$ cat src/rtl/servo_waypoint_seq.sv
// servo_waypoint_seq: steps the slew block through a table of (angle, speed, dwell) waypoints.
// Define SERVO_WAYPOINT_SEQ_TIMEOUT_EN to add a MOVE timeout counter and a FAULT state.
module servo_waypoint_seq #(
    parameter int DEPTH     = 8,
    parameter int ADDR_W    = 3,
    parameter int DWELL_W   = 16,
    parameter int MAX_ANGLE = 180,
    parameter int RST_ANGLE = 60,
    parameter int TIMEOUT_W = 24
) (
    input  logic               clk,
    input  logic               rst,
    input  logic               wr_en,
    input  logic [ADDR_W-1:0]  wr_addr,
    input  logic [7:0]         wr_angle,
    input  logic [1:0]         wr_speed,
    input  logic [DWELL_W-1:0] wr_dwell,
    input  logic [ADDR_W:0]    num_pts,
    input  logic               loop,
    input  logic               start,
    input  logic               stop,
    input  logic [7:0]         pos_in,
    output logic [7:0]         angle_out,
    output logic [1:0]         speed_out,
    output logic               busy,
    output logic               done,
    output logic [ADDR_W-1:0]  cur_idx,
    output logic               fault
);
`ifdef SERVO_WAYPOINT_SEQ_TIMEOUT_EN
    typedef enum logic [2:0] {IDLE, LOAD, MOVE, DWELL, DONE, FAULT} state_t;
    localparam logic [TIMEOUT_W-1:0] TO_LAST = ~TIMEOUT_W'(1);
    logic [TIMEOUT_W-1:0] to_cnt;
`else
    typedef enum logic [2:0] {IDLE, LOAD, MOVE, DWELL, DONE} state_t;
`endif
    localparam logic [7:0]      MAX_A   = 8'(MAX_ANGLE);
    localparam logic [ADDR_W:0] DEPTH_N = (ADDR_W+1)'(DEPTH);
    state_t state, state_n;
    logic [7:0]         angle_mem [DEPTH];
    logic [1:0]         speed_mem [DEPTH];
    logic [DWELL_W-1:0] dwell_mem [DEPTH];
    logic [ADDR_W-1:0]  last;
    logic [ADDR_W:0]    n_pts;
    logic [DWELL_W-1:0] dwell_cnt;
    logic               arrive, rest, go, adv;
    // Table is deliberately unreset; a same-cycle LOAD read sees the pre-write value.
    always_ff @(posedge clk) begin
        if (wr_en) begin
            angle_mem[wr_addr] <= (wr_angle > MAX_A) ? MAX_A : wr_angle;
            speed_mem[wr_addr] <= wr_speed;
            dwell_mem[wr_addr] <= wr_dwell;
        end
    end
    always_comb begin
        arrive = pos_in == angle_out;
        n_pts = (num_pts == '0) ? (ADDR_W+1)'(1) : (num_pts > DEPTH_N) ? DEPTH_N : num_pts;
`ifdef SERVO_WAYPOINT_SEQ_TIMEOUT_EN
        rest = state inside {IDLE, DONE, FAULT};
`else
        rest = state inside {IDLE, DONE};
`endif
        go = rest && start && !stop;
        state_n = state;
        case (state)
            LOAD:    state_n = MOVE;
`ifdef SERVO_WAYPOINT_SEQ_TIMEOUT_EN
            MOVE:    state_n = arrive ? DWELL : (to_cnt == TO_LAST) ? FAULT : MOVE;
`else
            MOVE:    state_n = arrive ? DWELL : MOVE;
`endif
            DWELL:   state_n = (dwell_cnt != '0) ? DWELL : (cur_idx != last || loop) ? LOAD : DONE;
            default: state_n = go ? LOAD : state;
        endcase
        if (stop)
            state_n = IDLE;
        adv = state == DWELL && dwell_cnt == '0 && state_n == LOAD;
    end
    always_ff @(posedge clk or negedge rst) begin
        if (!rst) begin
            state     <= IDLE;
            angle_out <= 8'(RST_ANGLE);
            speed_out <= '0;
            cur_idx   <= '0;
            last      <= '0;
            dwell_cnt <= '0;
            busy      <= 1'b0;
            done      <= 1'b0;
        end else begin
            state <= state_n;
            busy  <= state_n inside {LOAD, MOVE, DWELL};
            done  <= state_n == DONE;
            if (go) begin
                cur_idx <= '0;
                last    <= ADDR_W'(n_pts - (ADDR_W+1)'(1));
            end else if (adv) begin
                cur_idx <= (cur_idx == last) ? '0 : cur_idx + ADDR_W'(1);
            end
            // A stop landing on LOAD keeps the slew target where it was.
            if (state == LOAD && !stop) begin
                angle_out <= angle_mem[cur_idx];
                speed_out <= speed_mem[cur_idx];
            end
            if (state == MOVE && arrive)
                dwell_cnt <= dwell_mem[cur_idx];
            else if (state == DWELL && dwell_cnt != '0)
                dwell_cnt <= dwell_cnt - DWELL_W'(1);
        end
    end
`ifdef SERVO_WAYPOINT_SEQ_TIMEOUT_EN
    always_ff @(posedge clk or negedge rst) begin
        if (!rst) begin
            to_cnt <= '0;
            fault  <= 1'b0;
        end else begin
            to_cnt <= (state == MOVE) ? to_cnt + TIMEOUT_W'(1) : '0;
            fault  <= state_n == FAULT;
        end
    end
`else
    logic unused_to;
    assign unused_to = ^TIMEOUT_W;
    assign fault = 1'b0;
`endif
endmodule

$ cat config.mk
export PLATFORM = sky130hd
export DESIGN_NAME = servo_waypoint_seq
export DESIGN_NICKNAME = d
export VERILOG_FILES = /design/src/rtl/servo_waypoint_seq.sv
export SDC_FILE = /design/constraint.sdc
export NUM_CORES = 1
export LEC_CHECK = 0
export CAP_MARGIN = 15
export CORE_ASPECT_RATIO = 1.75
export CORE_UTILIZATION = 57
export DETAILED_ROUTE_END_ITERATION = 7
export PLACE_DENSITY = 0.77
export SLEW_MARGIN = 20
export SYNTH_ARGS = -nofsm -noshare
export SYNTH_HDL_FRONTEND = slang
export SYNTH_SLANG_ARGS = --single-unit
$ cat constraint.sdc
create_clock -name clk -period 6.3 [get_ports clk]
set_clock_uncertainty 0.05 [all_clocks]
set_input_delay 1.26 -clock clk [delete_from_list [all_inputs] [get_ports clk]]
set_output_delay 1.26 -clock clk [all_outputs]
set_load 0.005 [all_outputs]
==> impl_metrics.env <==
export IMPL_postCtsSetupBuffers=0
export IMPL_p_leak_uw=0.00374
export IMPL_power_per_cell_area_nw_per_um2=315
export IMPL_num_nets_final=668
export IMPL_critPathRequiredTime_ns=4.99
export IMPL_grt_pass1_vias=5550
export IMPL_gr_total_overflow=0
export IMPL_port_buffers=61
export IMPL_cts_tree="yes"
export IMPL_cts_resized=0
export IMPL_htree_levels=1
export IMPL_cts_sinks=245
export IMPL_holdCritPathClass="register to register"
export IMPL_diodes=0
export IMPL_synthCells=544
export IMPL_layout_drive_gt1_share_pct=21.9
export IMPL_pwr_share_comb_pct=9.7
export IMPL_ys_seq_elements=245
export IMPL_cts_max_path_buffers=3
export IMPL_grt_first_pass_wirelength_um=30400
export IMPL_start_util_pct=58.0
export IMPL_tightest_slew_ns=1.12
export IMPL_synth_area_per_cell_sq_um=18.5
export IMPL_synth_seq_area_share_pct=71.2
export IMPL_cp_arrival_ns=2.15
export IMPL_fill_cells=1141
export IMPL_synth_edff_count=208
export IMPL_syn_to_final_growth_pct=16.4
export IMPL_ios=63
export IMPL_synth_area_sq_um=10100
export IMPL_fp_row_count=64
export IMPL_dpl_instance_area_sq_um=11000
export IMPL_crit_family="buffers and inverters"
export IMPL_ys_types=63
export IMPL_seqPwrFrac_pct=53.9
export IMPL_critical_path_buf_inv_count=2
export IMPL_remaining_drc_errors=0
export IMPL_hpwl_um=12000
export IMPL_vias=5264
export IMPL_fin_crit_sh_pct=54.9
export IMPL_async_reset_ff_share_pct=15.1
export IMPL_crit_fanout=56
export IMPL_finalCriticalPeriod_ns=3.46
export IMPL_via_per_inst=6.09
export IMPL_relSlewSlack_pct=24.6
export IMPL_cts_buffers=22
export IMPL_slowest_stage="buf_4"
export IMPL_maxCapViolCount=0
export IMPL_rsz0062_at_grt="no"
export IMPL_ctsHoldBuffers=0
export IMPL_clkPwrFrac_pct=36.4
export IMPL_vdd_drop_max_uv=231
export IMPL_avgRoutedWirePerCell_um=23.4
export IMPL_ys_flop_type="edfxtp_1"
export IMPL_switchingPower_uw=851
export IMPL_gp_congestion=0.929
export IMPL_fin_ws_ns=2.84
export IMPL_clkLatencyLatePin_ns=0.51
export IMPL_drtIter0Drc=309
export IMPL_setup_viol=0
export IMPL_tns_ns=0
export IMPL_cts_root_buf="clkbuf_16"
export IMPL_drtAntennaViolNets=0
export IMPL_synth_net_count=594
export IMPL_cp_cell_sequence="buf_4 > clkdlybuf4s50_1"
export IMPL_clkSlewWorstSetupHoldPaths_ns=0.06
export IMPL_die_height_um=178
export IMPL_p_int_uw=2850
export IMPL_slew_viol_final=0
export IMPL_final_hold_viol_count=0
export IMPL_whs_ns=0.463
export IMPL_antenna_found_initial=0
export IMPL_drt_wl_total_um=20200
export IMPL_seqCellArea_sq_um=7180
export IMPL_final_cell_area_sq_um=11700
export IMPL_run_status="complete, no violations"
export IMPL_die_x_um=103
export IMPL_fmaxAchievable_ghz=0.289
export IMPL_drt_pass1_iter_count=5
export IMPL_critPathLaunchType="register"
export IMPL_multi_input_area_sq_um=2790
export IMPL_cp_end_kind="output pin"
export IMPL_utilization_pct=67.5
export IMPL_setup_worst_path_class="register to output pin"
export IMPL_synth_warnings=0
export IMPL_crit_path_max_incr_delay_ns=0.66
export IMPL_dieArea_sq_um=18200
export IMPL_grt_max_degree=57
export IMPL_place_ws_ns=2.73
export IMPL_switching_share_pct=23.0
export IMPL_core_area_sq_um=17400
export IMPL_grtUsageTotal_pct=23.2
==> cell usage in the layout, fill, tap and decap left out, drive strengths merged, types with 6 or more instances in the layout <==
cell type	synthesis	routed
a21oi	16	16
nand2	14	14
buf	16	13
o21ai	8	8
mux4	52	52
nand4	9	9
clkbuf	7	28
dfrtp	33	33
nor2	28	28
and2	6	6
xnor2	9	9
nand2b	8	8
edfxtp	208	208
xor2	8	8
inv	6	6
mux2i	30	30
nor3	9	9
clkdlybuf4s50	0	60
mux2	6	6
nor2b	6	6
clkinv	0	9
==> stage by stage <==
stage	power, uW	std cells
after floorplan	2180	544
after global placement	2360	825
after detailed placement	2380	825
after CTS	3720	865
after global routing	3820	865
final	3700	865
==> Yosys cell counts (2+ instances only) <==
library cell,instances,area (sq um)
nor4_4,2,42.5
nand4_1,8,50.1
mux2_2,5,56.3
o21ai_0,7,35.0
mux2i_1,30,300
nor3_1,7,35.0
nor2b_1,6,37.5
nand2b_1,8,50.1
ha_1,3,37.5
a21o_1,3,22.5
dfstp_2,4,105
buf_4,6,45.0
a22oi_1,2,15.0
nand3_1,4,20.0
o22ai_1,5,31.3
o211ai_1,2,15.0
a21oi_1,16,80.1
o21a_1,4,30.0
a32o_1,3,30.0
mux4_2,52,1170
xnor2_1,9,78.8
buf_2,9,45.0
xor2_1,8,70.1
nand2_1,13,48.8
and2_1,5,31.3
nor2_1,27,101
edfxtp_1,208,6250
clkbuf_1,7,26.3
inv_1,6,22.5
and4b_1,2,20.0
o21bai_1,2,15.0
and3_1,2,12.5
nor3b_1,4,30.0
or3_1,4,25.0
dfrtp_1,33,826
==> final cells by class <==
cell class,count,share of cell area [%]
Clock inverter,12,1.25
Tap cell,231,2.46
Clock buffer,28,5.14
Sequential cell,245,61.2
Multi-Input combinational cell,270,23.8
Timing Repair Buffer,73,5.96
Inverter,6,0.192
==> worst paths after layout <==
path	start	to	slack (ns)	depth (start not counted)
min in group asynchronous	rst	dwell_cnt[6]$_DFFE_PN0P_	0.81	1
max in group asynchronous	rst	cur_idx[0]$_DFFE_PN0P_	4.69	1
worst max-delay path	cur_idx[1]$_DFFE_PN0P_	cur_idx[1]	2.84	2
worst min-delay path	last[1]$_DFFE_PN0P_	last[1]$_DFFE_PN0P_	0.46	2
worst max register to register	cur_idx[1]$_DFFE_PN0P_	cur_idx[1]$_DFFE_PN0P_	3.67	6
worst min register to register	last[1]$_DFFE_PN0P_	last[1]$_DFFE_PN0P_	0.46	2
==> cell families after synthesis <==
logic type,after synthesis,synth area share [%]
XOR/XNOR,17,1.48
other,1,0.0372
AO/OA/AOI/OAI,52,3.40
flip-flops,245,71.2
AND/OR/NAND/NOR,109,6.82
adder cells (fa/ha/maj),3,0.372
multiplexers,88,15.3
buffers and inverters,29,1.41
==> worst register-to-register path, stage by stage, from the launching register on <==
cell and delay, ns:
dfrtp_2 0.34, buf_4 0.66, xor2_1 0.17, nor4_1 0.62, nand4_1 0.24, o21a_1 0.28
mux2i_1 0.18
==> power by group through the flow <==
stage | clock network [uW] | registers [uW] | logic (uW)
2_1_floorplan | 0 | 1990 | 190
3_3_place_gp | 0 | 2010 | 345
3_5_place_dp | 0 | 2020 | 357
4_1_cts | 1370 | 1990 | 361
5_1_grt | 1420 | 2000 | 393
6_report | 1350 | 1990 | 359
==> state kept, by name, indices dropped and copies added (netlist names) <==
name and cells:
angle_mem 64, angle_out 8, busy 1, cur_idx 3, done 1, dwell_cnt 16
dwell_mem 128, last 3, speed_mem 16, speed_out 2, state 3
==> metal layers <==
metal	share of wire [%]	vias up	GRT usage, %	routed length [um]
met2	56	146	41.7	11300
met5	0	-	0	0
met3	4.2	48	2.91	856
met4	3.7	0	10.0	752
met1	36	2734	27.5	7320
li1	-	2336	-	-
No activity file was read; power rests on OpenSTA's default activity.
